--- config.mk ---
export PLATFORM = sky130hd
export DESIGN_NAME = vs_stream_ctrl
export DESIGN_NICKNAME = d
export VERILOG_FILES = /design/src/rtl/vs_stream_ctrl.sv
export SDC_FILE = /design/constraint.sdc
export NUM_CORES = 1
export LEC_CHECK = 0
export ABC_AREA = 1
export CORE_ASPECT_RATIO = 2
export CORE_MARGIN = 1.5
export CORE_UTILIZATION = 54
export CTS_CLUSTER_DIAMETER = 80
export CTS_CLUSTER_SIZE = 12
export DETAILED_ROUTE_END_ITERATION = 12
export PLACE_DENSITY_LB_ADDON = 0.2
export SLEW_MARGIN = 25
export SYNTH_ARGS = -nofsm -noshare
export SYNTH_HDL_FRONTEND = slang
export SYNTH_SLANG_ARGS = --single-unit
--- constraint.sdc ---
create_clock -name clk_cpu -period 3.16 [get_ports clk_cpu]
set_input_delay 0.632 -clock clk_cpu [delete_from_list [all_inputs] [get_ports clk_cpu]]
set_output_delay 0.632 -clock clk_cpu [all_outputs]
set_load 0.03 [all_outputs]
--- src/rtl/vs_stream_ctrl.sv ---
// vs_stream_ctrl: VS10xx codec streamer - SDI track playback, queued SCI commands, codec hard reset.
// Optional SCI register read-back (rd_data/rd_valid) is built when VS_SCI_READ_EN is defined.
//
// state     | meaning
// RST_HOLD  | MP3_RSET held low for RST_CYCLES
// RST_WAIT  | reset released, waiting for DREQ
// IDLE      | choose next SCI command or SDI word
// SCI_LOAD  | pop FIFO into shifter, CS low
// SDI_FETCH | memory read latency, then load word, DCS low
// SHIFT     | clock the word out on SCLK/MOSI
// GAP       | selects high for one SCLK half-period
module vs_stream_ctrl #(
  parameter int NCH        = 7,
  parameter int DATA_W     = 16,
  parameter int ADDR_W     = 13,
  parameter int TRACK_LEN  = 8192,
  parameter int SCLK_DIV   = 4,
  parameter int RST_CYCLES = 100000,
  parameter int FIFO_DEPTH = 4,
  localparam int CH_W      = (NCH > 1) ? $clog2(NCH) : 1
) (
  input  logic                  clk_cpu,
  input  logic                  RESET,
  input  logic                  cmd_we,
  input  logic [31:0]           cmd_wdata,
  output logic                  cmd_full,
  input  logic                  trk_we,
  input  logic [CH_W-1:0]       trk_wdata,
  input  logic                  play_en,
  input  logic                  loop_en,
  output logic [ADDR_W-1:0]     src_addr,
  input  logic [NCH*DATA_W-1:0] src_data,
  output logic [CH_W-1:0]       cur_trk,
  output logic [ADDR_W-1:0]     word_cnt,
  output logic                  trk_done,
  output logic                  busy,
  output logic                  MP3_RSET,
  output logic                  MP3_CS,
  output logic                  MP3_DCS,
  output logic                  MP3_SCLK,
  output logic                  MP3_MOSI,
  input  logic                  MP3_DREQ,
`ifdef VS_SCI_READ_EN
  output logic [15:0]           rd_data,
  output logic                  rd_valid,
`endif
  input  logic                  MP3_MISO
);

  localparam int SH_W   = (DATA_W > 32) ? DATA_W : 32;
  localparam int BIT_W  = $clog2(SH_W + 1);
  localparam int DIV_W  = (SCLK_DIV > 1) ? $clog2(SCLK_DIV) : 1;
  localparam int HOLD_W = (RST_CYCLES > 1) ? $clog2(RST_CYCLES) : 1;
  localparam int PTR_W  = (FIFO_DEPTH > 1) ? $clog2(FIFO_DEPTH) : 1;
  localparam int CNT_W  = $clog2(FIFO_DEPTH + 1);

  localparam logic [DIV_W-1:0]  DIV_LOAD  = DIV_W'(SCLK_DIV - 1);
  localparam logic [HOLD_W-1:0] HOLD_LAST = HOLD_W'(RST_CYCLES - 1);
  localparam logic [ADDR_W-1:0] ADDR_LAST = ADDR_W'(TRACK_LEN - 1);

  typedef enum logic [2:0] {
    RST_HOLD, RST_WAIT, IDLE, SCI_LOAD, SDI_FETCH, SHIFT, GAP
  } state_t;

  state_t state_q, state_d;

  logic [HOLD_W-1:0] hold_cnt;
  logic [DIV_W-1:0]  div_cnt;
  logic [BIT_W-1:0]  bits_left;
  logic [SH_W-1:0]   sh;
  logic              is_sdi;
  logic              stopped;

  logic [31:0]       fifo_mem [FIFO_DEPTH];
  logic [PTR_W-1:0]  wr_ptr, rd_ptr;
  logic [CNT_W-1:0]  fifo_cnt;

  logic              trk_chg, fifo_empty, push, pop, div_tc, sclk_rise, word_end;
  logic [DATA_W-1:0] sdi_word;
  logic [SH_W-1:0]   sci_vec, sdi_vec;

  // A track switch only counts when it names a different, existing track.
  assign trk_chg    = trk_we && (trk_wdata != cur_trk) && (int'(trk_wdata) < NCH);
  assign cmd_full   = (fifo_cnt == CNT_W'(FIFO_DEPTH));
  assign fifo_empty = (fifo_cnt == '0);
  assign push       = cmd_we && !cmd_full && !trk_chg;
  assign pop        = (state_q == SCI_LOAD) && !trk_chg;
  assign div_tc     = (div_cnt == '0);
  assign sclk_rise  = (state_q == SHIFT) && div_tc && !MP3_SCLK && !trk_chg;
  assign word_end   = (state_q == SHIFT) && div_tc && MP3_SCLK && (bits_left == '0) && !trk_chg;

  assign sdi_word = src_data[int'(cur_trk)*DATA_W +: DATA_W];
  assign sci_vec  = SH_W'(fifo_mem[rd_ptr]) << (SH_W - 32);
  assign sdi_vec  = SH_W'(sdi_word) << (SH_W - DATA_W);

  assign MP3_MOSI = sh[SH_W-1];
  assign word_cnt = src_addr;
  assign busy     = (state_q != IDLE);

  function automatic logic [PTR_W-1:0] ptr_next(input logic [PTR_W-1:0] p);
    return (p == PTR_W'(FIFO_DEPTH - 1)) ? '0 : p + 1'b1;
  endfunction

  always_ff @(posedge clk_cpu or negedge RESET) begin
    if (!RESET) state_q <= RST_HOLD;
    else        state_q <= state_d;
  end

  always_comb begin
    state_d = state_q;
    if (trk_chg) begin
      state_d = RST_HOLD;
    end else begin
      case (state_q)
        RST_HOLD:  if (hold_cnt == HOLD_LAST) state_d = RST_WAIT;
        RST_WAIT:  if (MP3_DREQ) state_d = IDLE;
        IDLE: begin
          if (!fifo_empty && MP3_DREQ)                state_d = SCI_LOAD;
          else if (play_en && MP3_DREQ && !stopped)   state_d = SDI_FETCH;
        end
        SCI_LOAD:  state_d = SHIFT;
        SDI_FETCH: state_d = SHIFT;
        SHIFT:     if (word_end) state_d = GAP;
        GAP:       if (div_tc) state_d = IDLE;
        default:   state_d = IDLE;
      endcase
    end
  end

  always_ff @(posedge clk_cpu) begin
    if (push) fifo_mem[wr_ptr] <= cmd_wdata;
  end

  always_ff @(posedge clk_cpu or negedge RESET) begin
    if (!RESET) begin
      wr_ptr   <= '0;
      rd_ptr   <= '0;
      fifo_cnt <= '0;
    end else if (trk_chg) begin
      wr_ptr   <= '0;
      rd_ptr   <= '0;
      fifo_cnt <= '0;
    end else begin
      if (push) wr_ptr <= ptr_next(wr_ptr);
      if (pop)  rd_ptr <= ptr_next(rd_ptr);
      if (push && !pop)      fifo_cnt <= fifo_cnt + 1'b1;
      else if (pop && !push) fifo_cnt <= fifo_cnt - 1'b1;
    end
  end

  always_ff @(posedge clk_cpu or negedge RESET) begin
    if (!RESET) begin
      hold_cnt  <= '0;
      div_cnt   <= '0;
      bits_left <= '0;
      sh        <= '0;
      is_sdi    <= 1'b0;
      stopped   <= 1'b0;
      src_addr  <= '0;
      cur_trk   <= '0;
      trk_done  <= 1'b0;
      MP3_RSET  <= 1'b0;
      MP3_CS    <= 1'b1;
      MP3_DCS   <= 1'b1;
      MP3_SCLK  <= 1'b0;
    end else begin
      trk_done <= 1'b0;
      if (trk_chg) begin
        cur_trk  <= trk_wdata;
        src_addr <= '0;
        stopped  <= 1'b0;
        hold_cnt <= '0;
        sh       <= '0;
        MP3_RSET <= 1'b0;
        MP3_CS   <= 1'b1;
        MP3_DCS  <= 1'b1;
        MP3_SCLK <= 1'b0;
      end else begin
        case (state_q)
          RST_HOLD: begin
            if (hold_cnt == HOLD_LAST) MP3_RSET <= 1'b1;
            else                       hold_cnt <= hold_cnt + 1'b1;
          end
          SCI_LOAD: begin
            sh        <= sci_vec;
            bits_left <= BIT_W'(32);
            div_cnt   <= DIV_LOAD;
            is_sdi    <= 1'b0;
            MP3_CS    <= 1'b0;
            MP3_SCLK  <= 1'b0;
          end
          SDI_FETCH: begin
            sh        <= sdi_vec;
            bits_left <= BIT_W'(DATA_W);
            div_cnt   <= DIV_LOAD;
            is_sdi    <= 1'b1;
            MP3_DCS   <= 1'b0;
            MP3_SCLK  <= 1'b0;
          end
          SHIFT: begin
            if (div_tc) begin
              div_cnt <= DIV_LOAD;
              if (!MP3_SCLK) begin
                MP3_SCLK  <= 1'b1;
                bits_left <= bits_left - 1'b1;
              end else if (bits_left == '0) begin
                MP3_SCLK <= 1'b0;
                MP3_CS   <= 1'b1;
                MP3_DCS  <= 1'b1;
                sh       <= '0;
                if (is_sdi) begin
                  if (src_addr == ADDR_LAST) begin
                    trk_done <= 1'b1;
                    src_addr <= '0;
                    if (!loop_en) stopped <= 1'b1;
                  end else begin
                    src_addr <= src_addr + 1'b1;
                  end
                end
              end else begin
                MP3_SCLK <= 1'b0;
                sh       <= sh << 1;
              end
            end else begin
              div_cnt <= div_cnt - 1'b1;
            end
          end
          GAP: if (!div_tc) div_cnt <= div_cnt - 1'b1;
          default: ;
        endcase
      end
    end
  end

`ifdef VS_SCI_READ_EN
  logic is_read;

  // Read data occupies the low 16 bits of the frame, i.e. the last 16 rising edges.
  always_ff @(posedge clk_cpu or negedge RESET) begin
    if (!RESET) begin
      is_read  <= 1'b0;
      rd_data  <= '0;
      rd_valid <= 1'b0;
    end else begin
      rd_valid <= 1'b0;
      if (trk_chg) begin
        is_read <= 1'b0;
      end else if (state_q == SCI_LOAD) begin
        is_read <= (fifo_mem[rd_ptr][31:24] == 8'h03);
      end else begin
        if (sclk_rise && is_read && (bits_left <= BIT_W'(16)))
          rd_data <= {rd_data[14:0], MP3_MISO};
        if (word_end && is_read) begin
          rd_valid <= 1'b1;
          is_read  <= 1'b0;
        end
      end
    end
  end
`else
  logic unused_miso;
  logic unused_rise;
  assign unused_miso = MP3_MISO;
  assign unused_rise = sclk_rise;
`endif

endmodule

==> results.tsv <==
stage	metric	value	unit
outcome	status	finished, final reports clean	
sta	slew_viol_final	0	
clocking	cts_buffers	22	
setup_path	worst-setup-path-type	reg2out	
finish	fill_cells	1672	
logic_synthesis	synth_top_area_frac	0.346	
setup_path	end_kind	primary output	
finish	fin_nets	1609	
detailed_routing	avgRoutedWirePerCell	16.4	um
placement	dp_hpwl	19900	um
detailed_routing	dr.pass1.iters	5	
detailed_routing	vias_per_cell	5.57	
sta	rsz0062_at_grt	false	
setup_path	required	2.53	ns
clocking	cts.path.max_buffers	3	
clocking	cts_tree	yes	
global_route	grt_pass1_wl	45700	um
placement	port_buffers	190	
logic_synthesis	synth_fp_nets	1447	
setup_path	path_max_fanout	6	
finish	diodes	0	
floorplan	ios	192	
sta	fmax	0.369	GHz
global_route	antenna_found_initial	0	
sta	finalCritPeriodShare	0.858	
detailed_routing	drt_iter0_drc	464	
clocking	clock_latency	0.50	ns
detailed_routing	drc_errors	0	
pwr	vdd_drop_max	0.495	mV
logic_synthesis	syn-instance-count	1281	
sta	final.setup.tns	0	ns
finish	syn_to_final_growth	24.4	%
setup_path	critPathLaunchType	register	
detailed_routing	routed_wl	28200	um
logic_synthesis	synth_edf_count	128	
clocking	hold_buffers	0	
logic_synthesis	synth-seq-cells	218	
logic_synthesis	ys_top_cells_by_count	nand2_1, nand3_1, nor2_1	
sta	setup_viol_count_final	0	
logic_synthesis	ys.flop_type	edfxtp_1	
floorplan	initial_core_util	0.548	
detailed_routing	drtAntennaViolNets	0	
clocking	clk_pin_slew	0.07	ns
global_route	grt_pass1_vias	9308	
clocking	cts_sinks	218	
floorplan	placementRows	74	
global_route	grt_max_degree	64	
logic_synthesis	async_flop_share	0.413	
flow_run	maxCapViolCount	0	
pwr	powerDensity	666	nW/um2
sta	tightestPinTransition	0.727	ns
global_route	track_usage	0.264	
hold_path	hold_class	in2async	
clocking	htree_num_levels	1	
setup_path	critPathArrivalTime	2.08	ns
floorplan	fp.dieH	206	um
sta	relSlewSlack	0.515	
sta	hold_viol	0	
floorplan	coreArea	20300	um2
placement	gp_congestion	0.882	
logic_synthesis	synth_top_cell_by_area	edfxtp_1	
clocking	ctsResizeCount	0	
logic_synthesis	ys_types	39	
pwr	leakage	0.00560	uW
floorplan	die_area	21500	um2
logic_synthesis	ys_seq_area_frac	0.549	
logic_synthesis	yosys-top-cells-area	edfxtp_1, dfrtp_1, nand2_1, nand3_1, nor2_1	
clocking	cts-root-buf	clkbuf_16	
logic_synthesis	synth.most_common_cell	nand2_1	
logic_synthesis	ys_warn_count	0	
logic_synthesis	syn_area	11100	um2
sta	clock_skew	0.0165	ns
finish	drive_gt1_frac	0.0557	
clocking	post-cts-setup-buffer-count	0	
global_route	grt_overflow	0	
floorplan	die_x	104	um
sta	period_minus_slack	2.71	ns
logic_synthesis	syn_avg_cell_area	8.67	um2
detailed_routing	vias	9578	
finish	post-route-util	0.682	
==> final timing paths <==
| check | slack, ns | cells past startpoint | from | endpoint |
|---|---|---|---|---|
| min | 0.12 | 1 | RESET | hold_cnt[3]$_DFFE_PN0P_ |
| min reg2reg | 0.48 | 2 | sh[5]$_DFFE_PN0P_ | sh[5]$_DFFE_PN0P_ |
| min in group clk_cpu | 0.48 | 2 | sh[5]$_DFFE_PN0P_ | sh[5]$_DFFE_PN0P_ |
| max in group asynchronous | 2.35 | 2 | RESET | sh[20]$_DFFE_PN0P_ |
| max | 0.45 | 5 | state_q[2]$_DFFE_PN0P_ | busy |
| max reg2reg | 0.85 | 13 | state_q[2]$_DFFE_PN0P_ | fifo_cnt[2]$_DFFE_PN0P_ |
==> layout make-up <==
type                    instances  area [um2]  area share
inverters                      79         302      0.0218
multi-input cells             907        4310       0.312
well taps                     266         333      0.0241
clock buffers                  35         621      0.0449
flip-flops and latches        218        6100       0.441
repair buffers                215        2150       0.155
clock inverters                 1        11.3    0.000814
==> through the flow <==
stage	cell area, um2	cells	hold slack, ns	power [uW]	setup slack, ns
after floorplan	11100	1281	0.336	5900	0.121
after global placement	13200	1685	0.457	6810	0.407
after detailed placement	13200	1685	0.461	6900	0.332
after CTS	13800	1721	0.142	9270	0.460
after global routing	13800	1721	0.163	9810	0.352
final	13800	1721	0.124	9210	0.450
==> layer usage <==
metal,part of all wire,global-route usage,up-vias
li1,-,-,4641
met1,0.38,0.308,4577
met2,0.55,0.499,312
met3,0.047,0.0306,48
met4,0.022,0.0848,0
met5,0,0,-
==> state kept, by name (all words and copies together), names as in the netlist, 2 cells and up <==
signal,flops
state_q,3
rd_ptr,2
bits_left,6
hold_cnt,17
cur_trk,3
div_cnt,2
fifo_mem,128
wr_ptr,2
src_addr,13
sh,32
fifo_cnt,3
==> power by group <==
group          internal (uW)  switching, uW  leakage [uW]
combinational           1100           1980       0.00293
sequential              3510            255       0.00236
clock                   1340           1020      0.000304
==> logic make-up after synthesis <==
family          Yosys count  synth area share
xor+xnor                 17            0.0134
simple gates            698             0.264
flops                   218             0.549
compound gates          180            0.0953
mux                       1          0.000901
fa+ha+maj                11            0.0131
buf+inv                 156            0.0643
==> worst max-delay path, stage by stage, from the launching register on <==
cell	delay, ns
dfrtp_1	0.47
inv_1	0.09
nand2_1	0.13
nor2_1	0.08
inv_1	0.12
clkdlybuf4s50_1	0.68
==> layout by cell type, fill, tap and decap left out, types with 14 or more instances in the layout <==
master	count
a21oi_1	17
buf_4	21
clkbuf_16	23
clkdlybuf4s50_1	189
dfrtp_1	88
edfxtp_1	128
inv_1	70
nand2_1	338
nand3_1	167
nand4_1	14
nor2_1	145
nor3_1	14
o211ai_1	41
o21ai_0	97
Note: power is estimated with default switching activity, not from simulation.
